[src/rtl/pckengen_pkg.sv]
// pckengen_pkg: shared types and the mode-to-increment lookup for the
// multi-channel pixel-clock-enable generator.
package pckengen_pkg;

  // Selectable video pixel rates.
  typedef enum logic [1:0] {
    VGA  = 2'd0,  // 25.175 MHz
    P480 = 2'd1,  // 27.000 MHz
    SVGA = 2'd2,  // 40.000 MHz
    XGA  = 2'd3   // 65.000 MHz
  } mode_e;

  // Per-channel sequencing states.
  typedef enum logic [1:0] {
    ST_HOLD = 2'd0,  // pixel reset asserted, waiting for enough new-rate strobes
    ST_RUN  = 2'd1,  // steady state, accepts mode-change requests
    ST_PEND = 2'd2   // request latched, waiting for an old-rate strobe to switch
  } ch_state_e;

  localparam int FREQ_W = 28;

  // Increments for a 32-bit accumulator: round(f / 125 MHz * 2^32).
  localparam logic [63:0] INC32_VGA  = 64'd865006413;
  localparam logic [63:0] INC32_P480 = 64'd927712936;
  localparam logic [63:0] INC32_SVGA = 64'd1374389535;
  localparam logic [63:0] INC32_XGA  = 64'd2233382994;

  // Increment for mode m, rescaled from the 32-bit table to acc_w bits.
  // The caller truncates the result to its accumulator width.
  function automatic logic [63:0] mode_inc(input mode_e m, input int acc_w);
    logic [63:0] base;
    case (m)
      VGA:     base = INC32_VGA;
      P480:    base = INC32_P480;
      SVGA:    base = INC32_SVGA;
      XGA:     base = INC32_XGA;
      default: base = INC32_VGA;
    endcase
    if (acc_w >= 32) mode_inc = base << (acc_w - 32);
    else             mode_inc = base >> (32 - acc_w);
  endfunction

endpackage

[src/rtl/pckengen_ch.sv]
// pckengen_ch: one pixel-clock-enable channel. Phase accumulator whose carry
// is the raw strobe, plus the HOLD/RUN/PEND sequencer that drives PRST around
// every rate change. Optional strobe counter under PCKENGEN_FREQ_EN.
//
// Handshake: req_i is a single-cycle request honoured only in RUN; ack_o is a
// single-cycle pulse coinciding with the PRST fall that ends that request's
// HOLD. Requests seen in HOLD or PEND are dropped and never acknowledged.
module pckengen_ch
  import pckengen_pkg::*;
#(
  parameter int         ACC_W        = 32,
  parameter int         RST_STB      = 16,
  parameter logic [1:0] DEFAULT_MODE = 2'd0
) (
  input  logic                clk_i,
  input  logic                rst_i,
  input  logic                req_i,
  input  logic [1:0]          mode_i,
`ifdef PCKENGEN_FREQ_EN
  input  logic                gate_wrap_i,
  output logic [FREQ_W-1:0]   freq_o,
`endif
  output logic                ack_o,
  output logic                busy_o,
  output logic                pce_o,
  output logic                prst_o
);

  localparam int               CNT_W    = $clog2(RST_STB + 1);
  localparam logic [CNT_W-1:0] CNT_LAST = CNT_W'(RST_STB);
  localparam logic [ACC_W-1:0] DEF_INC  = ACC_W'(mode_inc(mode_e'(DEFAULT_MODE), ACC_W));

  ch_state_e        state_q;
  mode_e            mode_q;
  logic [ACC_W-1:0] acc_q;
  logic [ACC_W-1:0] inc_q;
  logic [CNT_W-1:0] cnt_q;
  logic             pce_q;
  logic             prst_q;
  logic             busy_q;
  logic             ack_q;
  logic             ack_pend_q;

  logic [ACC_W:0]   sum;
  logic [ACC_W-1:0] acc_d;
  logic             carry;
  logic [CNT_W-1:0] cnt_d;
  logic [ACC_W-1:0] new_inc;

  // Accumulator add; its carry-out is the raw strobe.
  assign sum     = {1'b0, acc_q} + {1'b0, inc_q};
  assign acc_d   = sum[ACC_W-1:0];
  assign carry   = sum[ACC_W];
  assign cnt_d   = cnt_q + CNT_W'(1);
  assign new_inc = ACC_W'(mode_inc(mode_q, ACC_W));

  // Accumulator, strobe register and the channel sequencer with registered outputs.
  always_ff @(posedge clk_i) begin
    if (rst_i) begin
      state_q    <= ST_HOLD;
      mode_q     <= mode_e'(DEFAULT_MODE);
      acc_q      <= '0;
      inc_q      <= DEF_INC;
      cnt_q      <= '0;
      pce_q      <= 1'b0;
      prst_q     <= 1'b1;
      busy_q     <= 1'b1;
      ack_q      <= 1'b0;
      ack_pend_q <= 1'b0;
    end else begin
      acc_q <= acc_d;
      pce_q <= carry;
      ack_q <= 1'b0;
      case (state_q)
        ST_HOLD: begin
          if (carry) begin
            if (cnt_d == CNT_LAST) begin
              // Power-up HOLD has no pending request, so it never acknowledges.
              state_q    <= ST_RUN;
              prst_q     <= 1'b0;
              busy_q     <= 1'b0;
              ack_q      <= ack_pend_q;
              ack_pend_q <= 1'b0;
            end else begin
              cnt_q <= cnt_d;
            end
          end
        end
        ST_RUN: begin
          if (req_i) begin
            mode_q     <= mode_e'(mode_i);
            state_q    <= ST_PEND;
            busy_q     <= 1'b1;
            ack_pend_q <= 1'b1;
          end
        end
        ST_PEND: begin
          // Switch on an old-rate strobe; that strobe still reaches pce_q.
          if (carry) begin
            inc_q   <= new_inc;
            acc_q   <= '0;
            cnt_q   <= '0;
            prst_q  <= 1'b1;
            state_q <= ST_HOLD;
          end
        end
        default: begin
          state_q <= ST_HOLD;
          prst_q  <= 1'b1;
          busy_q  <= 1'b1;
        end
      endcase
    end
  end

  assign ack_o  = ack_q;
  assign busy_o = busy_q;
  assign pce_o  = pce_q;
  assign prst_o = prst_q;

`ifdef PCKENGEN_FREQ_EN
  logic [FREQ_W-1:0] fcnt_q;
  logic [FREQ_W-1:0] freq_q;

  // Saturating strobe count per gate window; a strobe in the wrap cycle opens the new window.
  always_ff @(posedge clk_i) begin
    if (rst_i) begin
      fcnt_q <= '0;
      freq_q <= '0;
    end else if (gate_wrap_i) begin
      freq_q <= fcnt_q;
      fcnt_q <= FREQ_W'(pce_q);
    end else if (pce_q && (fcnt_q != {FREQ_W{1'b1}})) begin
      fcnt_q <= fcnt_q + FREQ_W'(1);
    end
  end

  assign freq_o = freq_q;
`endif

endmodule

[src/rtl/pckengen.sv]
// pckengen: multi-channel fractional pixel-clock-enable generator on SYSCLK.
// NCH independent pckengen_ch channels. Define PCKENGEN_FREQ_EN to add the
// shared gate counter and the per-channel FREQ measurement outputs.
module pckengen
  import pckengen_pkg::*;
#(
  parameter int NCH          = 2,
  parameter int ACC_W        = 32,
  parameter int RST_STB      = 16,
  parameter int DEFAULT_MODE = 0
`ifdef PCKENGEN_FREQ_EN
  ,
  parameter int GATE_CYC     = 125000000
`endif
) (
  input  logic                  SYSCLK,
  input  logic                  RST,
  input  logic [2*NCH-1:0]      MODE,
  input  logic [NCH-1:0]        REQ,
`ifdef PCKENGEN_FREQ_EN
  output logic [NCH*FREQ_W-1:0] FREQ,
`endif
  output logic [NCH-1:0]        ACK,
  output logic [NCH-1:0]        BUSY,
  output logic [NCH-1:0]        PCE,
  output logic [NCH-1:0]        PRST
);

`ifdef PCKENGEN_FREQ_EN
  logic [31:0] gate_q;
  logic        gate_wrap;

  assign gate_wrap = (gate_q == 32'(GATE_CYC - 1));

  // Free-running measurement gate shared by all channels.
  always_ff @(posedge SYSCLK) begin
    if (RST)            gate_q <= '0;
    else if (gate_wrap) gate_q <= '0;
    else                gate_q <= gate_q + 32'd1;
  end
`endif

  for (genvar c = 0; c < NCH; c++) begin : g_ch
    pckengen_ch #(
      .ACC_W        (ACC_W),
      .RST_STB      (RST_STB),
      .DEFAULT_MODE (2'(DEFAULT_MODE))
    ) u_ch (
      .clk_i       (SYSCLK),
      .rst_i       (RST),
      .req_i       (REQ[c]),
      .mode_i      (MODE[2*c+1:2*c]),
`ifdef PCKENGEN_FREQ_EN
      .gate_wrap_i (gate_wrap),
      .freq_o      (FREQ[c*FREQ_W +: FREQ_W]),
`endif
      .ack_o       (ACK[c]),
      .busy_o      (BUSY[c]),
      .pce_o       (PCE[c]),
      .prst_o      (PRST[c])
    );
  end

endmodule

[config.mk]
export PLATFORM = sky130hd
export DESIGN_NAME = pckengen
export DESIGN_NICKNAME = d
export VERILOG_FILES = /design/src/rtl/pckengen_pkg.sv /design/src/rtl/pckengen_ch.sv /design/src/rtl/pckengen.sv
export SDC_FILE = /design/constraint.sdc
export NUM_CORES = 1
export LEC_CHECK = 0
export BUFFER_PORTS_ARGS = -buffer_cell sky130_fd_sc_hd__buf_2
export CAP_MARGIN = 20
export CORE_MARGIN = 2
export CORE_UTILIZATION = 63
export DETAILED_ROUTE_END_ITERATION = 7
export GPL_TIMING_DRIVEN = 0
export PLACE_DENSITY_LB_ADDON = 0.3
export SLEW_MARGIN = 20
export SYNTH_ARGS = -nofsm -noshare
export SYNTH_HDL_FRONTEND = slang
export SYNTH_SLANG_ARGS = --single-unit
export TNS_END_PERCENT = 30
[constraint.sdc]
create_clock -name SYSCLK -period 3.6 [get_ports SYSCLK]
set_input_delay 0.36 -clock SYSCLK [delete_from_list [all_inputs] [get_ports SYSCLK]]
set_output_delay 0.36 -clock SYSCLK [all_outputs]
set_load 0.05 [all_outputs]
==> flow_summary_export.csv, run 1 <==
group,metric,value,unit
grt,grt_use_total,28.20,%
layout,area_growth,6.291,%
yosys,ys_types,77,
placement,dpl.hpwl,12.25,mm
setup_path,r2r_cells,11,
yosys,syn_inst,830,
layout,nets,934,
run,max-cap-violations,0,
setup_path,worst-path-stages,11,
routing,drtPass1Iterations,5,
yosys,syn_area_per_cell,8.507,sq um
yosys,synth_nets,908,
setup_path,path_cells,"ha_1 > inv_1 > fa_1 > nand2b_1 > a21oi_1 > o31ai_1 > a2111oi_2 > nor3_2 > nand2_2 > buf_2 > nor2_1",
setup_path,path_class,"flip-flop to flip-flop",
timing,finalHoldViolCount,0,
yosys,synth_top_area_cell,"dfxtp_1",
routing,drc,0,
routing,ant_nets,0,
worst_hold_path,holdCritPathClass,"primary input to flip-flop",
clock_network,numCtsBuffers,9,
placement,io_buffers,15,
clock_network,clk_path_buf_depth,2,
routing,viasPerCell,6.206,
timing,finalSetupViolations,0,
power,p_leak,3.171,nW
yosys,async_flop_share,0,%
yosys,yosys_warnings,0,
yosys,synth_top_family_by_area,"compound AO/OA/AOI/OAI gates",
routing,wl,16.38,mm
grt,grt_antenna_before_repair,0,
routing,drt_iter0_drc,452,
floorplan,die_w,109.9,um
floorplan,die_y,109.9,um
timing,fin_skew,0.006832,ns
layout,drive_gt1_share,9.302,%
placement,dp_slack,0.1757,ns
setup_path,startpoint_type,"flip-flop",
setup_path,critPathMaxFanout,10,
layout,fillCellCount,895,
setup_path,r2r_start,"g_ch[0].u_ch.inc_q[23]",
clock_network,cts_max_level,3,
timing,timing.hold.ws,0.2028,ns
yosys,synth-edff-count,0,
floorplan,initial_core_util,64.85,%
yosys,synth_compound_area_share,21.76,%
power,ir_worst_vdd,0.6181,mV
setup_path,cp_slowest_stage_delay,0.54,ns
yosys,ys.flop_type,"dfxtp_1",
timing,fin_crit,3.463,ns
floorplan,die_area,0.01207,sq mm
grt,grt_overflow_total,0,
yosys,ys_seq_area_share,31.76,%
clock_network,cts.sinks,112,
setup_path,regToRegSetupSlack,0.14,ns
clock_network,clk_pin_slew,0.10,ns
grt,grt_pass1_vias,5934,
yosys,ys_seq_elements,112,
setup_path,cp_num_buf_inv,2,
clock_network,clockRootBuffer,"clkbuf_8",
placement,routabilityCongestion,0.9545,
worst_hold_path,hold_depth,3,
status,status,"finished, final reports clean",
yosys,synthXorXnorAreaFrac,5.954,%
floorplan,ios,16,
setup_path,r2r-end,"g_ch[0].u_ch.acc_q[13]",
timing,maxSlewHeadroom,38.65,%
yosys,yosys-top-cells-area,"dfxtp_1 (32%), ha_1 (12%), nor2_1 (6.2%)",
routing,vias,6206,
setup_path,slowest_stage,"a2111oi_2",
timing,fin_crit_sh,96.19,%
timing,tightest_slew,0.9118,ns
yosys,synth.top_cell.area_share,31.76,%
yosys,yosysMostFrequentCell,"nor2_1",
timing,rsz0062_at_grt,"yes",
clock_network,cts_tree,"built",
setup_path,cp.required,3.88,ns
layout,n_antenna_cell,0,
clock_network,cts_setup_buffers,0,
power,p_per_area,512.3,mW/mm^2
timing,max_freq,288.8,MHz
timing,drv_slew,0,
clock_network,clk_latency,0.38,ns
yosys,yosys-top-cells-count,"nor2_1 (116), dfxtp_1 (112), ha_1 (68), a21oi_1 (59), nand2_1 (41)",
floorplan,design.core.area,0.01089,sq mm
yosys,synth.cell_area,0.007061,sq mm
floorplan,rows,38,
yosys,synth_fa_ha_area_share,12.62,%
grt,grt_pass1_wl,27.22,mm
layout,finish.utilization,68.93,%
worst_hold_path,hp-start,"MODE[0]",
yosys,yosys.area_share.simple,21.37,%
setup_path,endpoint_kind,"flip-flop",
setup_path,cpLargestDelayFamily,"compound AO/OA/AOI/OAI gates",
setup_path,arrival,3.74,ns
worst_hold_path,whs_endpoint,"g_ch[0].u_ch.mode_q[0]",
yosys,synthMuxAreaShare,2.410,%
routing,post_drt_wl_per_cell,16.38,um
grt,grt_max_degree,18,
timing,worst_slack,0.1371,ns
-- final cells by class --
cell class / instances / area (sq um) / area share [%]
buffer: 35 / 193.9 / 2.584
clock buffer: 10 / 127.6 / 1.701
clock inverter: 5 / 58.81 / 0.7836
inverter: 26 / 97.59 / 1.300
multi-input combinational: 657 / 4534 / 60.42
sequential: 112 / 2242 / 29.88
tap: 140 / 175.2 / 2.334
timing repair buffer: 15 / 75.07 / 1.000
-- registers in the layout, indices dropped and copies added (netlist names) --
signal	flops
g_ch.u_ch.acc_q	64
g_ch.u_ch.inc_q	20
g_ch.u_ch.cnt_q	10
g_ch.u_ch.mode_q	4
g_ch.u_ch.state_q	4
g_ch.u_ch.ack_o	2
g_ch.u_ch.ack_pend_q	2
g_ch.u_ch.busy_o	2
g_ch.u_ch.pce_o	2
g_ch.u_ch.prst_o	2
-- kinds of logic after synthesis --
| kind of cell | after synthesis |
|---|---|
| and+or+nand+nor | 298 |
| AOI/OAI and AO/OA | 224 |
| DFF | 112 |
| adders and majority gates | 70 |
| buffers and inverters | 61 |
| xor gates and xnor gates | 48 |
| muxes | 17 |
-- how the worst max path moves through the flow --
stage                      startpoint                endpoint  slack (ns)
2_1_floorplan  g_ch[1].u_ch.inc_q[23]  g_ch[1].u_ch.inc_q[18]        0.62
3_3_place_gp   g_ch[1].u_ch.inc_q[23]   g_ch[1].u_ch.cnt_q[2]        0.20
3_5_place_dp   g_ch[1].u_ch.inc_q[23]   g_ch[1].u_ch.cnt_q[2]        0.18
4_1_cts        g_ch[0].u_ch.inc_q[23]  g_ch[0].u_ch.acc_q[23]        0.16
5_1_grt        g_ch[0].u_ch.inc_q[23]  g_ch[0].u_ch.acc_q[22]       -0.02
6_report       g_ch[0].u_ch.inc_q[23]  g_ch[0].u_ch.acc_q[13]        0.14
-- worst register-to-register path, stage by stage, from the launching register on --
cell and delay, ns:
dfxtp_1 0.52, ha_1 0.26, inv_1 0.08, fa_1 0.47, nand2b_1 0.19, a21oi_1 0.27, o31ai_1 0.21, a2111oi_2 0.54
nor3_2 0.19, nand2_2 0.24, buf_2 0.29, nor2_1 0.09
-- layout by cell type (no fill, tap or decap), types with 17 or more instances in the layout --
cell     Yosys  layout
buf_2       12      27
dfxtp_1    112     112
mux2i_1     17      17
o21ai_0     38      38
inv_1       25      25
a21o_1      22      22
nand2_1     41      41
nor2_1     116     116
ha_1        68      68
xnor2_1     21      21
xor2_1      27      27
nand3_1     23      23
nor3_1      25      25
a21oi_1     59      59
-- per-stage QoR --
step           cell area [sq um]  setup TNS (ns)  instances  power (mW)
2_1_floorplan               7061               0        830       2.767
3_3_place_gp                7311               0        985       2.995
3_5_place_dp                7311               0        985       3.064
4_1_cts                     7497               0       1000       3.822
5_1_grt                     7505        -0.04463       1000       4.099
6_report                    7505               0       1000       3.845
-- metal layers --
metal	share of wire [%]	global-route usage, %	vias up
met4	1.5	8.047	0
met3	4.8	5.039	25
met2	50	50.57	192
met1	43	34.30	2937
li1	-	-	3052
met5	0	0	-
-- report_power, final --
part / switching [mW] / internal [mW] / total, mW / leakage, nW
registers: 0.0887 / 1.43 / 1.52 / 0.920
logic: 0.928 / 0.649 / 1.58 / 2.16
clock network: 0.432 / 0.319 / 0.751 / 0.0883
total: 1.45 / 2.40 / 3.84 / 3.17
-- repair_timing --
action | CTS | global route
gates resized for setup | 0 | 1
hold buffers | 0 | 0
endpoints found under the setup margin | 0 | 31
(Power assumes the default switching activity.)
==> run 2: changes to the inputs <==
Settings changed: ABC_AREA from default to 1, CORE_UTILIZATION 63 to 64, RECOVER_POWER from default to 50.
==> run 2 against run 1 <==
  * Via count is 24% higher
  * Die area is 11% higher
  * Count of clock-buffer cells in the layout stayed put
  * Clock skew up 0.0037 ns
  * Critical path type unchanged
  * Non-clock buffer count down 13
  * Clock power up 37%
  * First-iteration DRC count grew 44%
  * Critical endpoint is now g_ch[1].u_ch.acc_q[30]
==> flow_summary_export.csv, run 2 <==
group,metric,value,unit
floorplan,initial_core_util,66.00,%
layout,n_antenna_cell,0,
clock_network,cts_setup_buffers,0,
routing,drc,0,
setup_path,cp_num_buf_inv,3,
layout,multi_input_area,0.004903,sq mm
yosys,syn_area_per_cell,6.607,sq um
clock_network,clk_pin_slew,0.08,ns
setup_path,worst-path-stages,16,
setup_path,path_class,"flip-flop to flip-flop",
layout,nets,1314,
setup_path,cp.required,3.86,ns
power,ir_worst_vdd,0.3527,mV
yosys,ys.flop_type,"dfxtp_1",
routing,vias,7683,
clock_network,clk_path_buf_depth,2,
placement,dp_slack,0.8997,ns
layout,regArea,0.002242,sq mm
routing,post_drt_wl_per_cell,13.83,um
layout,fillCellCount,1056,
timing,fin_crit_sh,83.98,%
clock_network,ctsResizeCount,0,
layout,largest-register,"g_ch.u_ch.acc_q",
routing,drtPass1Iterations,4,
layout,finish.utilization,70.20,%
timing,rsz0062_at_grt,"no",
yosys,synth-edff-count,0,
timing,fin_skew,0.01052,ns
yosys,ys_seq_area_share,28.05,%
grt,grt_max_degree,21,
clock_network,holdBufCountCts,0,
timing,tns,0,ns
placement,place_area,0.008279,sq mm
status,status,"finished, final reports clean",
grt,grt_use_total,30.06,%
yosys,synth_top_area_cell,"dfxtp_1",
grt,grt_overflow_total,0,
yosys,yosysMostFrequentCell,"nand2_1",
placement,dpl.hpwl,15.02,mm
timing,drv_slew,0,
clock_network,cts_max_level,3,
layout,largest_reg_flops,64,
floorplan,design.core.area,0.01211,sq mm
timing,worst_slack,0.5768,ns
setup_path,slowest_stage,"dfxtp_1",
timing,max_freq,330.8,MHz
worst_hold_path,holdCritPathClass,"primary input to flip-flop",
timing,finalHoldViolCount,0,
setup_path,startpoint_type,"flip-flop",
timing,tightest_slew,0.6129,ns
placement,routabilityCongestion,1.006,
routing,viasPerCell,5.453,
clock_network,cts.sinks,112,
floorplan,ios,16,
layout,final_area,0.008502,sq mm
yosys,synth.cell_area,0.007994,sq mm
setup_path,r2r-end,"g_ch[1].u_ch.acc_q[30]",
routing,drt_iter0_drc,650,
setup_path,regToRegSetupSlack,0.58,ns
layout,area_growth,6.355,%
setup_path,arrival,3.28,ns
setup_path,cp_slowest_stage_delay,0.51,ns
routing,ant_nets,0,
floorplan,die_area,0.01340,sq mm
layout,reg.largest.list,"g_ch.u_ch.acc_q x64, g_ch.u_ch.inc_q x20, g_ch.u_ch.cnt_q x10",
placement,io_buffers,15,
grt,grt_pass1_vias,7208,
setup_path,cpLargestDelayFamily,"simple AND/OR/NAND/NOR gates",
clock_network,numCtsBuffers,9,
setup_path,path_cells,"ha_1 > inv_1 > fa_1 > inv_1 > nand2_1 > nand2_1 > nand3_1 > nand2_1 > nand2_1 > nand2_1 > nand2_1 > nand2_1 > nand2_4 > nand2_1 > buf_6 > a21oi_2",
routing,wl,19.49,mm
grt,grt_pass1_wl,31.99,mm
layout,final_cell_mix,"nand2_1 (329), nor2_1 (164), inv_1 (156), dfxtp_1 (112), a21oi_1 (84)",
grt,grt_antenna_before_repair,0,
yosys,synth_nets,1288,
timing,finalSetupViolations,0,
setup_path,crit_path_start,"g_ch[1].u_ch.inc_q[23]",
setup_path,critPathMaxFanout,10,
yosys,syn_inst,1210,
run,max-cap-violations,0,
setup_path,path_common_cell,"nand2_1",
setup_path,r2r_start,"g_ch[1].u_ch.inc_q[23]",
floorplan,die_w,115.8,um
yosys,yosys_warnings,0,
timing,fin_crit,3.023,ns
yosys,ys_types,41,
yosys,yosys-top-cells-area,"dfxtp_1 (28%), nand2_1 (15%), ha_1 (11%)",
yosys,async_flop_share,0,%
timing,timing.hold.ws,0.2978,ns
yosys,synth.top_cell.area_share,28.05,%
yosys,yosys-top-cells-count,"nand2_1 (319), nor2_1 (164), inv_1 (155), dfxtp_1 (112), nand3_1 (83)",
power,p_per_area,496.7,mW/mm^2
power,p_leak,4.219,nW
clock_network,clockRootBuffer,"clkbuf_16",
floorplan,rows,40,
floorplan,die_y,115.8,um
timing,maxSlewHeadroom,59.32,%
setup_path,endpoint,"g_ch[1].u_ch.acc_q[30]",
clock_network,clk_latency,0.37,ns
setup_path,endpoint_kind,"flip-flop",
yosys,ys_seq_elements,112,
setup_path,r2r_cells,16,
clock_network,cts_tree,"built",
layout,drive_gt1_share,7.977,%
layout,layout_commonest_cell,"nand2_1",
-- run 2: worst min-delay path by stage --
stage,end,slack (ns),cells after the start,start
final,g_ch[0].u_ch.mode_q[1],0.30,3,MODE[1]
after global routing,g_ch[0].u_ch.mode_q[1],0.31,3,MODE[1]
after CTS,g_ch[0].u_ch.mode_q[1],0.29,3,MODE[1]
after detailed placement,g_ch[1].u_ch.prst_o,0.44,2,g_ch[1].u_ch.prst_o
after global placement,g_ch[0].u_ch.prst_o,0.43,2,g_ch[0].u_ch.prst_o
after floorplan,g_ch[1].u_ch.prst_o,0.42,2,g_ch[1].u_ch.prst_o
-- run 2: routing by layer --
metal  routed length, um  track usage, %
met1                8172           34.04
met4                 693           12.54
met3                1069           6.642
met5                   0               0
met2                9551           54.54
-- run 2: power by group --
group	switching, mW	internal (mW)	leakage, nW
clock	0.519	0.507	0.149
sequential	0.0980	1.41	0.919
combinational	1.10	0.588	3.15
total	1.71	2.51	4.22
-- run 2: cell families after synthesis --
| group | count (synthesis) | synth area share (%) |
|---|---|---|
| flip-flops | 112 | 28.05 |
| AO/OA/AOI/OAI | 179 | 13.57 |
| AND/OR/NAND/NOR | 629 | 33.51 |
| adder cells (fa/ha/maj) | 70 | 11.14 |
| buffers and inverters | 185 | 9.892 |
| XOR/XNOR | 35 | 3.835 |
-- run 2: area by class of cell --
type                    count  area share [%]
multi-input cells         913           57.67
flip-flops and latches    112           26.37
inverters                 163           7.196
clock buffers              10           2.811
well taps                 168           2.472
plain buffers              22           2.016
repair buffers             15          0.7653
clock inverters             6          0.6917
-- run 2: metrics by stage --
stage	total power, mW	std cells
finish	4.223	1409
global route	4.500	1409
CTS	4.212	1409
detailed placement	3.195	1393
global placement	3.147	1393
floorplan	2.845	1210
-- run 2: tightest hold or removal path: stages --
cell and delay [ns]:
buf_2 0.08, o21ai_0 0.08, a21oi_1 0.11
==> run 3: changes to the inputs <==
Clock period 3.6 ns to 2.85 ns, I/O delays scaled along.
==> run 3 against run 2 <==
  * Clock power grew 26%
  * Utilization rose by 0.40 points
  * Combinational power is 27% higher
  * Setup slack worse by 0.37 ns
  * Largest cell class unchanged
  * Sequential cell count is the same
  * Critical path depth unchanged
  * Fmax up 14%
  * Critical endpoint unchanged
  * Die area unchanged
  * Highest routed layer unchanged
==> flow_summary_export.csv, run 3 (synthesized netlist as in run 2, its figures left out) <==
group,metric,value,unit
clock_network,cts_tree,"built",
layout,final_area,0.008551,sq mm
floorplan,die_y,115.8,um
layout,nets,1314,
layout,area_growth,6.965,%
status,status,"finished, final reports clean",
placement,dp_slack,0.1497,ns
timing,finalSetupViolations,0,
timing,maxSlewHeadroom,59.55,%
layout,layout_commonest_cell,"nand2_1",
routing,wl,19.56,mm
power,ir_worst_vdd,0.4462,mV
routing,vias,7685,
timing,worst_slack,0.2048,ns
layout,largest-register,"g_ch.u_ch.acc_q",
floorplan,initial_core_util,66.00,%
timing,fin_crit_sh,92.81,%
routing,drt_iter0_drc,705,
placement,routabilityCongestion,1.006,
placement,dpl.hpwl,15.02,mm
clock_network,cts_max_level,3,
floorplan,die_w,115.8,um
timing,tightest_slew,0.6046,ns
floorplan,ios,16,
timing,timing.hold.ws,0.2185,ns
layout,final_cells,1409,
routing,drtPass1Iterations,5,
timing,rsz0062_at_grt,"no",
power,p_leak,4.234,nW
grt,grt_pass1_wl,31.99,mm
clock_network,numCtsBuffers,9,
timing,drv_slew,0,
clock_network,clockRootBuffer,"clkbuf_16",
floorplan,design.core.area,0.01211,sq mm
worst_hold_path,holdCritPathClass,"primary input to flip-flop",
layout,fillCellCount,1049,
setup_path,endpoint_kind,"flip-flop",
grt,grt_max_degree,21,
routing,post_drt_wl_per_cell,13.88,um
floorplan,rows,40,
layout,reg.largest.list,"g_ch.u_ch.acc_q x64, g_ch.u_ch.inc_q x20, g_ch.u_ch.cnt_q x10",
layout,finish.utilization,70.60,%
clock_network,cts_setup_buffers,0,
timing,fin_skew,0.01053,ns
floorplan,die_area,0.01340,sq mm
grt,grt_pass1_vias,7208,
grt,grt_use_total,30.06,%
timing,tns,0,ns
setup_path,regToRegSetupSlack,0.20,ns
setup_path,arrival,2.91,ns
power,p_per_area,627.4,mW/mm^2
setup_path,critPathMaxFanout,10,
layout,drive_gt1_share,8.703,%
routing,ant_nets,0,
layout,n_antenna_cell,0,
timing,fin_crit,2.645,ns
setup_path,path_class,"flip-flop to flip-flop",
setup_path,r2r_cells,16,
clock_network,clk_path_buf_depth,2,
layout,largest_reg_flops,64,
setup_path,startpoint_type,"flip-flop",
worst_hold_path,hold_depth,3,
timing,max_freq,378.0,MHz
placement,place_area,0.008279,sq mm
grt,grt_antenna_before_repair,0,
timing,finalHoldViolCount,0,
routing,drc,0,
placement,io_buffers,15,
clock_network,clk_pin_slew,0.08,ns
layout,final_cell_mix,"nand2_1 (322), nor2_1 (164), inv_1 (157), dfxtp_1 (111)",
grt,grt_overflow_total,0,
setup_path,cp.required,3.12,ns
clock_network,clk_latency,0.37,ns
placement,dp.cells,1393,
clock_network,cts.sinks,112,
routing,viasPerCell,5.454,
run,max-cap-violations,0,
power,power,5.365,mW
-- run 3: worst max-delay path: stages, from the launching register on --
cell and delay (ns):
dfxtp_1 0.50, ha_1 0.24, inv_1 0.07, fa_1 0.41, inv_1 0.08, nand2_1 0.06
nand2_1 0.08, nand3_1 0.07, nand2_1 0.13, nand2_1 0.08, nand2_2 0.12, nand2_2 0.10
nand2_4 0.10, nand2_4 0.07, nand2_4 0.15, buf_6 0.21, a21oi_2 0.05
-- run 3: cell type report --
class	count	area, sq um	share of cell area (%)
clock inverters	6	58.81	0.6877
flip-flops and latches	112	2243	26.24
inverters	163	611.8	7.155
clock buffers	10	239.0	2.795
repair buffers	15	65.06	0.7609
multi-input cells	913	4950	57.89
well taps	168	210.2	2.458
plain buffers	22	172.7	2.019
-- run 3: timing repair --
item	in CTS	in global routing
gates resized for setup	0	1
endpoints found under the setup margin	0	36
hold endpoints to repair	0	0
hold buffers	0	0
-- run 3: power breakdown --
part | total (mW) | leakage, nW | switching, mW | internal (mW)
Combinational | 2.15 | 3.17 | 1.40 | 0.752
Clock | 1.30 | 0.149 | 0.664 | 0.640
Sequential | 1.91 | 0.919 | 0.124 | 1.78
-- run 3: path summary, 6_finish.rpt --
check                         start                endpoint
max          g_ch[1].u_ch.inc_q[23]  g_ch[1].u_ch.acc_q[30]
min                         MODE[1]  g_ch[0].u_ch.mode_q[1]
max reg2reg  g_ch[1].u_ch.inc_q[23]  g_ch[1].u_ch.acc_q[30]
min reg2reg     g_ch[0].u_ch.prst_o     g_ch[0].u_ch.prst_o
-- run 3: layer usage --
metal	GRT usage (%)	wire [um]
met1	34.04	8232
met2	54.54	9575
met3	6.642	1042
met4	12.54	712
met5	0	0
